## src/rtl/circuito_jogo_param_if.sv

```systemverilog
// Player, sequence-load and debug signals of the memory-game core.
// The board wrapper (or bench) drives through master; the game core uses slave.
interface circuito_jogo_param_if #(
  parameter int N_CHAVES = 4,
  parameter int PROF     = 16
);
  localparam int AW = $clog2(PROF);

  logic                iniciar;
  logic                modo;
  logic [N_CHAVES-1:0] chaves;
  logic                mem_we;
  logic [AW-1:0]       mem_addr;
  logic [N_CHAVES-1:0] mem_data;

  logic                acertou;
  logic                errou;
  logic                timeout;
  logic                pronto;
  logic [N_CHAVES-1:0] leds;
  logic [3:0]          db_estado;
  logic [AW-1:0]       db_endereco;
  logic [AW-1:0]       db_rodada;
  logic [N_CHAVES-1:0] db_jogada;
  logic                db_igual;
  logic                db_tem_jogada;

  modport master (
    output iniciar, modo, chaves, mem_we, mem_addr, mem_data,
    input  acertou, errou, timeout, pronto, leds, db_estado,
           db_endereco, db_rodada, db_jogada, db_igual, db_tem_jogada
  );

  modport slave (
    input  iniciar, modo, chaves, mem_we, mem_addr, mem_data,
    output acertou, errou, timeout, pronto, leds, db_estado,
           db_endereco, db_rodada, db_jogada, db_igual, db_tem_jogada
  );
endinterface

```

## src/rtl/circuito_jogo_param.sv

```systemverilog
// Memory-game core: loadable sequence, edge-detected key plays, single-pass
// or progressive-round play with a per-play timeout and debug taps.
module circuito_jogo_param #(
  parameter int N_CHAVES       = 4,
  parameter int PROF           = 16,
  parameter int TIMEOUT_CICLOS = 5000
) (
  input  logic                  clock,
  input  logic                  reset,
  circuito_jogo_param_if.slave  bus
);
  localparam int AW = $clog2(PROF);
  localparam int TW = $clog2(TIMEOUT_CICLOS);

  localparam logic [TW-1:0] CNT_MAX = TW'(TIMEOUT_CICLOS - 1);
  localparam logic [AW-1:0] ULTIMO  = AW'(PROF - 1);
  localparam logic [AW:0]   PROF_W  = (AW+1)'(PROF);

  localparam logic [3:0] S_INICIAL     = 4'h0;
  localparam logic [3:0] S_PREPARACAO  = 4'h1;
  localparam logic [3:0] S_ESPERA      = 4'h2;
  localparam logic [3:0] S_REGISTRA    = 4'h3;
  localparam logic [3:0] S_COMPARA     = 4'h4;
  localparam logic [3:0] S_PROX_JOGADA = 4'h5;
  localparam logic [3:0] S_PROX_RODADA = 4'h6;
  localparam logic [3:0] S_FIM_ACERTO  = 4'hA;
  localparam logic [3:0] S_FIM_TIMEOUT = 4'hD;
  localparam logic [3:0] S_FIM_ERRO    = 4'hE;

  logic [3:0]          estado_q,   estado_d;
  logic [AW-1:0]       endereco_q, endereco_d;
  logic [AW-1:0]       rodada_q,   rodada_d;
  logic [N_CHAVES-1:0] jogada_q,   jogada_d;
  logic [TW-1:0]       cnt_q,      cnt_d;
  logic [N_CHAVES-1:0] chaves_ant_q;
  logic [N_CHAVES-1:0] mem_q [PROF];

  logic                tem_jogada_s;
  logic                igual_s;
  logic                fim_s;
  logic                escrita_ok_s;
  logic [N_CHAVES-1:0] mem_atual_s;

  assign tem_jogada_s = (|bus.chaves) & ~(|chaves_ant_q);
  assign mem_atual_s  = mem_q[endereco_q];
  assign igual_s      = (jogada_q == mem_atual_s);
  assign fim_s        = (estado_q == S_FIM_ACERTO) || (estado_q == S_FIM_ERRO) ||
                        (estado_q == S_FIM_TIMEOUT);
  // Loading mid-game would change the target under the player's feet.
  assign escrita_ok_s = bus.mem_we && ((estado_q == S_INICIAL) || fim_s) &&
                        ({1'b0, bus.mem_addr} < PROF_W);

  // Next-state and datapath decisions of the game FSM.
  always_comb begin
    estado_d   = estado_q;
    endereco_d = endereco_q;
    rodada_d   = rodada_q;
    jogada_d   = jogada_q;
    cnt_d      = cnt_q;
    case (estado_q)
      S_INICIAL: begin
        if (bus.iniciar) begin
          estado_d = S_PREPARACAO;
        end else begin
          estado_d = S_INICIAL;
        end
      end
      S_PREPARACAO: begin
        endereco_d = '0;
        jogada_d   = '0;
        cnt_d      = '0;
        if (bus.modo) begin
          rodada_d = '0;
        end else begin
          rodada_d = ULTIMO;
        end
        estado_d = S_ESPERA;
      end
      S_ESPERA: begin
        if (tem_jogada_s) begin
          estado_d = S_REGISTRA;
        end else if (cnt_q == CNT_MAX) begin
          estado_d = S_FIM_TIMEOUT;
        end else begin
          cnt_d = cnt_q + TW'(1);
        end
      end
      S_REGISTRA: begin
        jogada_d = bus.chaves;
        estado_d = S_COMPARA;
      end
      S_COMPARA: begin
        if (!igual_s) begin
          estado_d = S_FIM_ERRO;
        end else if (endereco_q != rodada_q) begin
          estado_d = S_PROX_JOGADA;
        end else if (rodada_q == ULTIMO) begin
          estado_d = S_FIM_ACERTO;
        end else begin
          estado_d = S_PROX_RODADA;
        end
      end
      S_PROX_JOGADA: begin
        endereco_d = endereco_q + AW'(1);
        cnt_d      = '0;
        estado_d   = S_ESPERA;
      end
      S_PROX_RODADA: begin
        rodada_d   = rodada_q + AW'(1);
        endereco_d = '0;
        cnt_d      = '0;
        estado_d   = S_ESPERA;
      end
      S_FIM_ACERTO, S_FIM_ERRO, S_FIM_TIMEOUT: begin
        if (bus.iniciar) begin
          estado_d = S_PREPARACAO;
        end else begin
          estado_d = estado_q;
        end
      end
      default: begin
        estado_d = S_INICIAL;
      end
    endcase
  end

  // FSM state, counters, play register and key history.
  always_ff @(posedge clock or negedge reset) begin
    if (!reset) begin
      estado_q     <= S_INICIAL;
      endereco_q   <= '0;
      rodada_q     <= '0;
      jogada_q     <= '0;
      cnt_q        <= '0;
      chaves_ant_q <= '0;
    end else begin
      estado_q     <= estado_d;
      endereco_q   <= endereco_d;
      rodada_q     <= rodada_d;
      jogada_q     <= jogada_d;
      cnt_q        <= cnt_d;
      chaves_ant_q <= bus.chaves;
    end
  end

  // Sequence storage survives reset so a loaded game can be replayed.
  always_ff @(posedge clock) begin
    if (escrita_ok_s) begin
      mem_q[bus.mem_addr] <= bus.mem_data;
    end else begin
      mem_q[bus.mem_addr] <= mem_q[bus.mem_addr];
    end
  end

  assign bus.acertou       = (estado_q == S_FIM_ACERTO);
  assign bus.errou         = (estado_q == S_FIM_ERRO) || (estado_q == S_FIM_TIMEOUT);
  assign bus.timeout       = (estado_q == S_FIM_TIMEOUT);
  assign bus.pronto        = fim_s;
  assign bus.leds          = mem_atual_s;
  assign bus.db_estado     = estado_q;
  assign bus.db_endereco   = endereco_q;
  assign bus.db_rodada     = rodada_q;
  assign bus.db_jogada     = jogada_q;
  assign bus.db_igual      = igual_s;
  assign bus.db_tem_jogada = tem_jogada_s;
endmodule

```

## src/flat_wrapper.sv

```systemverilog
// flat-port wrapper written by rule: the top's interface ports become plain ports
module circuito_jogo_param_flat 
#(
  parameter int N_CHAVES       = 4,
  parameter int PROF           = 16,
  parameter int TIMEOUT_CICLOS = 5000
)
  (clock, reset, bus_iniciar, bus_modo, bus_chaves, bus_mem_we, bus_mem_addr, bus_mem_data, bus_acertou, bus_errou, bus_timeout, bus_pronto, bus_leds, bus_db_estado, bus_db_endereco, bus_db_rodada, bus_db_jogada, bus_db_igual, bus_db_tem_jogada);
  circuito_jogo_param_if #(.N_CHAVES(N_CHAVES), .PROF(PROF)) bus_i ();
  input  logic clock;
  input  logic reset;
  input wire logic [$bits(bus_i.iniciar)-1:0] bus_iniciar;
  input wire logic [$bits(bus_i.modo)-1:0] bus_modo;
  input wire logic [$bits(bus_i.chaves)-1:0] bus_chaves;
  input wire logic [$bits(bus_i.mem_we)-1:0] bus_mem_we;
  input wire logic [$bits(bus_i.mem_addr)-1:0] bus_mem_addr;
  input wire logic [$bits(bus_i.mem_data)-1:0] bus_mem_data;
  output wire logic [$bits(bus_i.acertou)-1:0] bus_acertou;
  output wire logic [$bits(bus_i.errou)-1:0] bus_errou;
  output wire logic [$bits(bus_i.timeout)-1:0] bus_timeout;
  output wire logic [$bits(bus_i.pronto)-1:0] bus_pronto;
  output wire logic [$bits(bus_i.leds)-1:0] bus_leds;
  output wire logic [$bits(bus_i.db_estado)-1:0] bus_db_estado;
  output wire logic [$bits(bus_i.db_endereco)-1:0] bus_db_endereco;
  output wire logic [$bits(bus_i.db_rodada)-1:0] bus_db_rodada;
  output wire logic [$bits(bus_i.db_jogada)-1:0] bus_db_jogada;
  output wire logic [$bits(bus_i.db_igual)-1:0] bus_db_igual;
  output wire logic [$bits(bus_i.db_tem_jogada)-1:0] bus_db_tem_jogada;
  assign bus_i.iniciar = bus_iniciar;
  assign bus_i.modo = bus_modo;
  assign bus_i.chaves = bus_chaves;
  assign bus_i.mem_we = bus_mem_we;
  assign bus_i.mem_addr = bus_mem_addr;
  assign bus_i.mem_data = bus_mem_data;
  assign bus_acertou = bus_i.acertou;
  assign bus_errou = bus_i.errou;
  assign bus_timeout = bus_i.timeout;
  assign bus_pronto = bus_i.pronto;
  assign bus_leds = bus_i.leds;
  assign bus_db_estado = bus_i.db_estado;
  assign bus_db_endereco = bus_i.db_endereco;
  assign bus_db_rodada = bus_i.db_rodada;
  assign bus_db_jogada = bus_i.db_jogada;
  assign bus_db_igual = bus_i.db_igual;
  assign bus_db_tem_jogada = bus_i.db_tem_jogada;
  circuito_jogo_param #(.N_CHAVES(N_CHAVES), .PROF(PROF), .TIMEOUT_CICLOS(TIMEOUT_CICLOS)) u_core (.clock(clock), .reset(reset), .bus(bus_i));
endmodule
```

## config.mk

```make
export PLATFORM = sky130hd
export DESIGN_NAME = circuito_jogo_param_flat
export DESIGN_NICKNAME = d
export VERILOG_FILES = /design/src/rtl/circuito_jogo_param_if.sv /design/src/rtl/circuito_jogo_param.sv /design/src/flat_wrapper.sv
export SDC_FILE = /design/constraint.sdc
export NUM_CORES = 1
export LEC_CHECK = 0
export ABC_AREA = 1
export CAP_MARGIN = 20
export CORE_MARGIN = 3
export CORE_UTILIZATION = 45
export CTS_BUF_LIST = sky130_fd_sc_hd__clkbuf_4
export CTS_CLUSTER_DIAMETER = 100
export DETAILED_ROUTE_END_ITERATION = 12
export PLACE_DENSITY_LB_ADDON = 0.08
export SLEW_MARGIN = 20
export SYNTH_ARGS = -nofsm -noshare
export SYNTH_HDL_FRONTEND = slang
export SYNTH_SLANG_ARGS = --single-unit
export TNS_END_PERCENT = 50
```

## constraint.sdc

```tcl
create_clock -name clock -period 4.8 [get_ports clock]
set_input_delay 0.96 -clock clock [delete_from_list [all_inputs] [get_ports clock]]
set_output_delay 0.96 -clock clock [all_outputs]
set_load 0.02 [all_outputs]
```

==> results.md <==
| Metric | Reported |
|---|---|
| Transition time at the pin with the least slew margin | 0.776 ns |
| HPWL after detailed placement | 7.59 mm |
| GRT Resource Usage Total | 18.7% |
| Combined area of all synthesized cells | 4840 µm² |
| Largest net degree at the start of global routing | 34 |
| Signed area change from the synthesized netlist to the final layout | 13.1% |
| Critical path capture point type | primary output |
| Fmax | 0.245 GHz |
| Post-synthesis share of cell area spent on full adders, half adders and majority gates | 0.775% |
| Post-Synth Simple-Gate Area | 28.1% |
| Flip-flop and latch count after synthesis | 97 |
| Width of the die | 110 µm |
| Synthesized area per cell | 9.26 µm² |
| Path category of the worst min-delay check | flip-flop to flip-flop |
| Antenna violations before repair | 0 |
| Die Height | 110 µm |
| Clk_lat worst skew | 0.45 ns |
| Summed negative setup slack over all endpoints | 0 ns |
| Number of vias per cell after detailed routing | 5.04 |
| Number of synthesized flops with an enable pin | 64 |
| Register cell area after layout | 2750 µm² |
| Post-CTS Hold Fix Bufs | 0 |
| CTS Buf Count | 9 |
| Status | finished clean |
| Total of max-cap violations | 0 |
| Number of violations reported at the end of detailed-routing iteration 0 | 191 |
| Worst ir drop on vdd | 216 µV |
| Placement row count | 37 |
| Final hold viol count | 0 |
| Total of cells resized after clock tree synthesis | 0 |
| Area of the core | 10400 µm² |
| Clock tree from TritonCTS | yes |
| Most instantiated cells after synthesis | nand2_1, nand3_1, edfxtp_1 |
| CTS clk-pin slew, worst paths | 0.16 ns |
| Clk Tree Root Cell | clkbuf_4 |
| ANT cells | 0 |
| Gr ovfl total | 0 |
| Wire length of the first global-routing pass | 17.2 mm |
| Period utilisation layout | 85.2% |
| Yosys top cell area share | 39.7% |
| Post-route cell area | 5480 µm² |
| Yosys cell types | 34 |
| Final worst path period need | 4.09 ns |
| Sequential-to-total area share from yosys stat | 56.7% |
| Count of mapped cells out of synthesis | 523 |
| Proportion of synthesized area in mux cells | 0% |
| Port bufs | 42 |
| Depth of the CTS H-tree | 3 |
| Final setup violation count | 0 |
| Largest clock skew in the final design | 0.0251 ns |
| Net Count, Synth | 543 |
| Remaining routing DRC violations | 0 |
| Die Footprint | 12000 µm² |
| Worst EP arrival | 3.13 ns |
| Compound-cell area share of the yosys netlist | 4.34% |
| Via count of the first global-routing pass | 3436 |
| Crit Path Max Fanout | 21 |
| Number of filler instances in the final layout | 986 |
| Share of flip-flops with an asynchronous set or reset after synthesis | 34.0% |
| Combinational family with the most area after synthesis | simple AND/OR/NAND/NOR gates |
| Final nets | 587 |
| DR WL/cell | 15.1 µm |
| Library cell with the largest summed area after synthesis | edfxtp_1 |
| Yosys warning total | 0 |
| Normalized max-slew margin | 48.3% |
| Antenna-violating nets left | 0 |
| CTS Buffer Depth | 2 |
| Routed vias | 3571 |
| Weighted congestion at the end of routability-driven global placement | 0.839 |
| Combined area of the multi-input logic cells | 1710 µm² |
| Data required time at the worst endpoint | 3.84 ns |
| Number of max-slew violations in the final report | 0 |
| Core utilization of the finished layout | 52.6% |
| Synth top area cells | edfxtp_1, dfrtp_1, nand2_1, nand3_1, inv_1 |
| Sink Count | 97 |
| Setup repair after global routing missed its margin | no |
| Crit path kind | flip-flop to primary output |
| Instance area after placement | 5350 µm² |
| Layout cell share with drive strength beyond 1 | 9.44% |
| Initial standard-cell utilization of the core | 46.5% |
| Number of setup buffers added after CTS | 0 |
| Lkg Pwr | 2.26 nW |
| Power density relative to cell area | 469 nW/µm² |
| Startpoint type of the worst setup path | flip-flop |
| Most frequently used cell type in the post-synthesis netlist | nand2_1 |
| First-pass iteration count of the detailed router | 4 |
| Wirelength, routed | 10.7 mm |
| Xor and xnor fraction of the mapped netlist area | 2.17% |
| Number of primary I/O pins | 43 |
| Commonest register cell after synthesis | edfxtp_1 |
-- power breakdown --
group | total, W | switching, W | internal, W
Clock | 0.000415 | 0.000299 | 0.000116
Sequential | 0.00106 | 0.000102 | 0.000963
Combinational | 0.00109 | 0.000698 | 0.000392
Total | 0.00257 | 0.00110 | 0.00147
-- kinds of logic after synthesis --
kind of cell    Yosys count
compound gates           36
simple gates            294
flops                    97
xor+xnor                 12
fa+ha+maj                 3
buf+inv                  81
-- area by class of cell --
cell class | instances | share of cell area (%)
Timing Repair Buffer | 45 | 8.09
Sequential cell | 97 | 50.2
Clock inverter | 7 | 1.17
Multi-Input combinational cell | 345 | 31.3
Tap cell | 136 | 3.11
Inverter | 69 | 4.96
Clock buffer | 9 | 1.23
-- per-stage QoR --
step	power (W)	hold WS, ns	cells	worst slack [ns]
2_1_floorplan	0.00186	0.492	523	2.20
5_1_grt	0.00275	0.576	708	0.388
4_1_cts	0.00259	0.556	708	0.662
6_report	0.00257	0.553	708	0.712
3_3_place_gp	0.00217	0.517	692	1.25
3_5_place_dp	0.00218	0.522	692	1.17
-- cells in the final DEF (no fill, tap or decap), types with 7 or more instances in the layout --
cell type	netlist	routed
clkdlybuf4s50_1	0	42
dfrtp_1	33	33
inv_1	57	57
inv_2	7	7
nor3_1	12	12
nand2_1	144	144
nor2_1	45	45
clkbuf_4	0	9
a21oi_1	9	9
nand3_1	65	65
xor2_1	8	8
edfxtp_1	64	64
o21ai_0	13	13
-- metal layers --
layer / vias to the layer above / part of all wire [%] / wire, µm / global-route usage, %
li1: 1807 / - / - / -
met1: 1676 / 47 / 5020 / 26.3
met2: 71 / 47 / 4960 / 29.3
met3: 17 / 4.1 / 440 / 3.05
met4: 0 / 2.2 / 233 / 6.68
met5: - / 0 / 0 / 0
-- sequential cells by signal (all words and copies together) (netlist names) --
| name | flops |
|---|---|
| u_core.bus.db_estado | 4 |
| u_core.chaves_ant_q | 4 |
| u_core.bus.db_jogada | 4 |
| u_core.bus.db_endereco | 4 |
| u_core.cnt_q | 13 |
| u_core.mem_q | 64 |
| u_core.bus.db_rodada | 4 |
-- worst max-delay path: stages, from the launching register on --
cell and delay (ns):
dfrtp_1 0.87, buf_4 0.36, nor2_1 0.07, nor2_1 0.09, o21ai_1 0.07, nand3_1 0.09, nand3_2 0.12, nand2_2 0.10
nand2_1 0.05, nand2_1 0.07, nand2_2 0.06, nor2_4 0.12, clkdlybuf4s50_1 0.61
-- path summary, 6_finish.rpt --
path | startpoint | to | slack, ns | cells past startpoint
max in group asynchronous | reset | u_core.cnt_q[5] | 3.59 | 2
min in group asynchronous | reset | u_core.chaves_ant_q[1] | 0.89 | 2
worst max-delay path | u_core.bus.db_endereco[0] | bus_db_igual | 0.71 | 12
worst max register to register | u_core.bus.db_endereco[0] | u_core.bus.db_estado[1] | 2.42 | 14
worst min register to register | u_core.cnt_q[11] | u_core.cnt_q[11] | 0.55 | 2
worst min-delay path | u_core.cnt_q[11] | u_core.cnt_q[11] | 0.55 | 2
(Power assumes the default switching activity.)
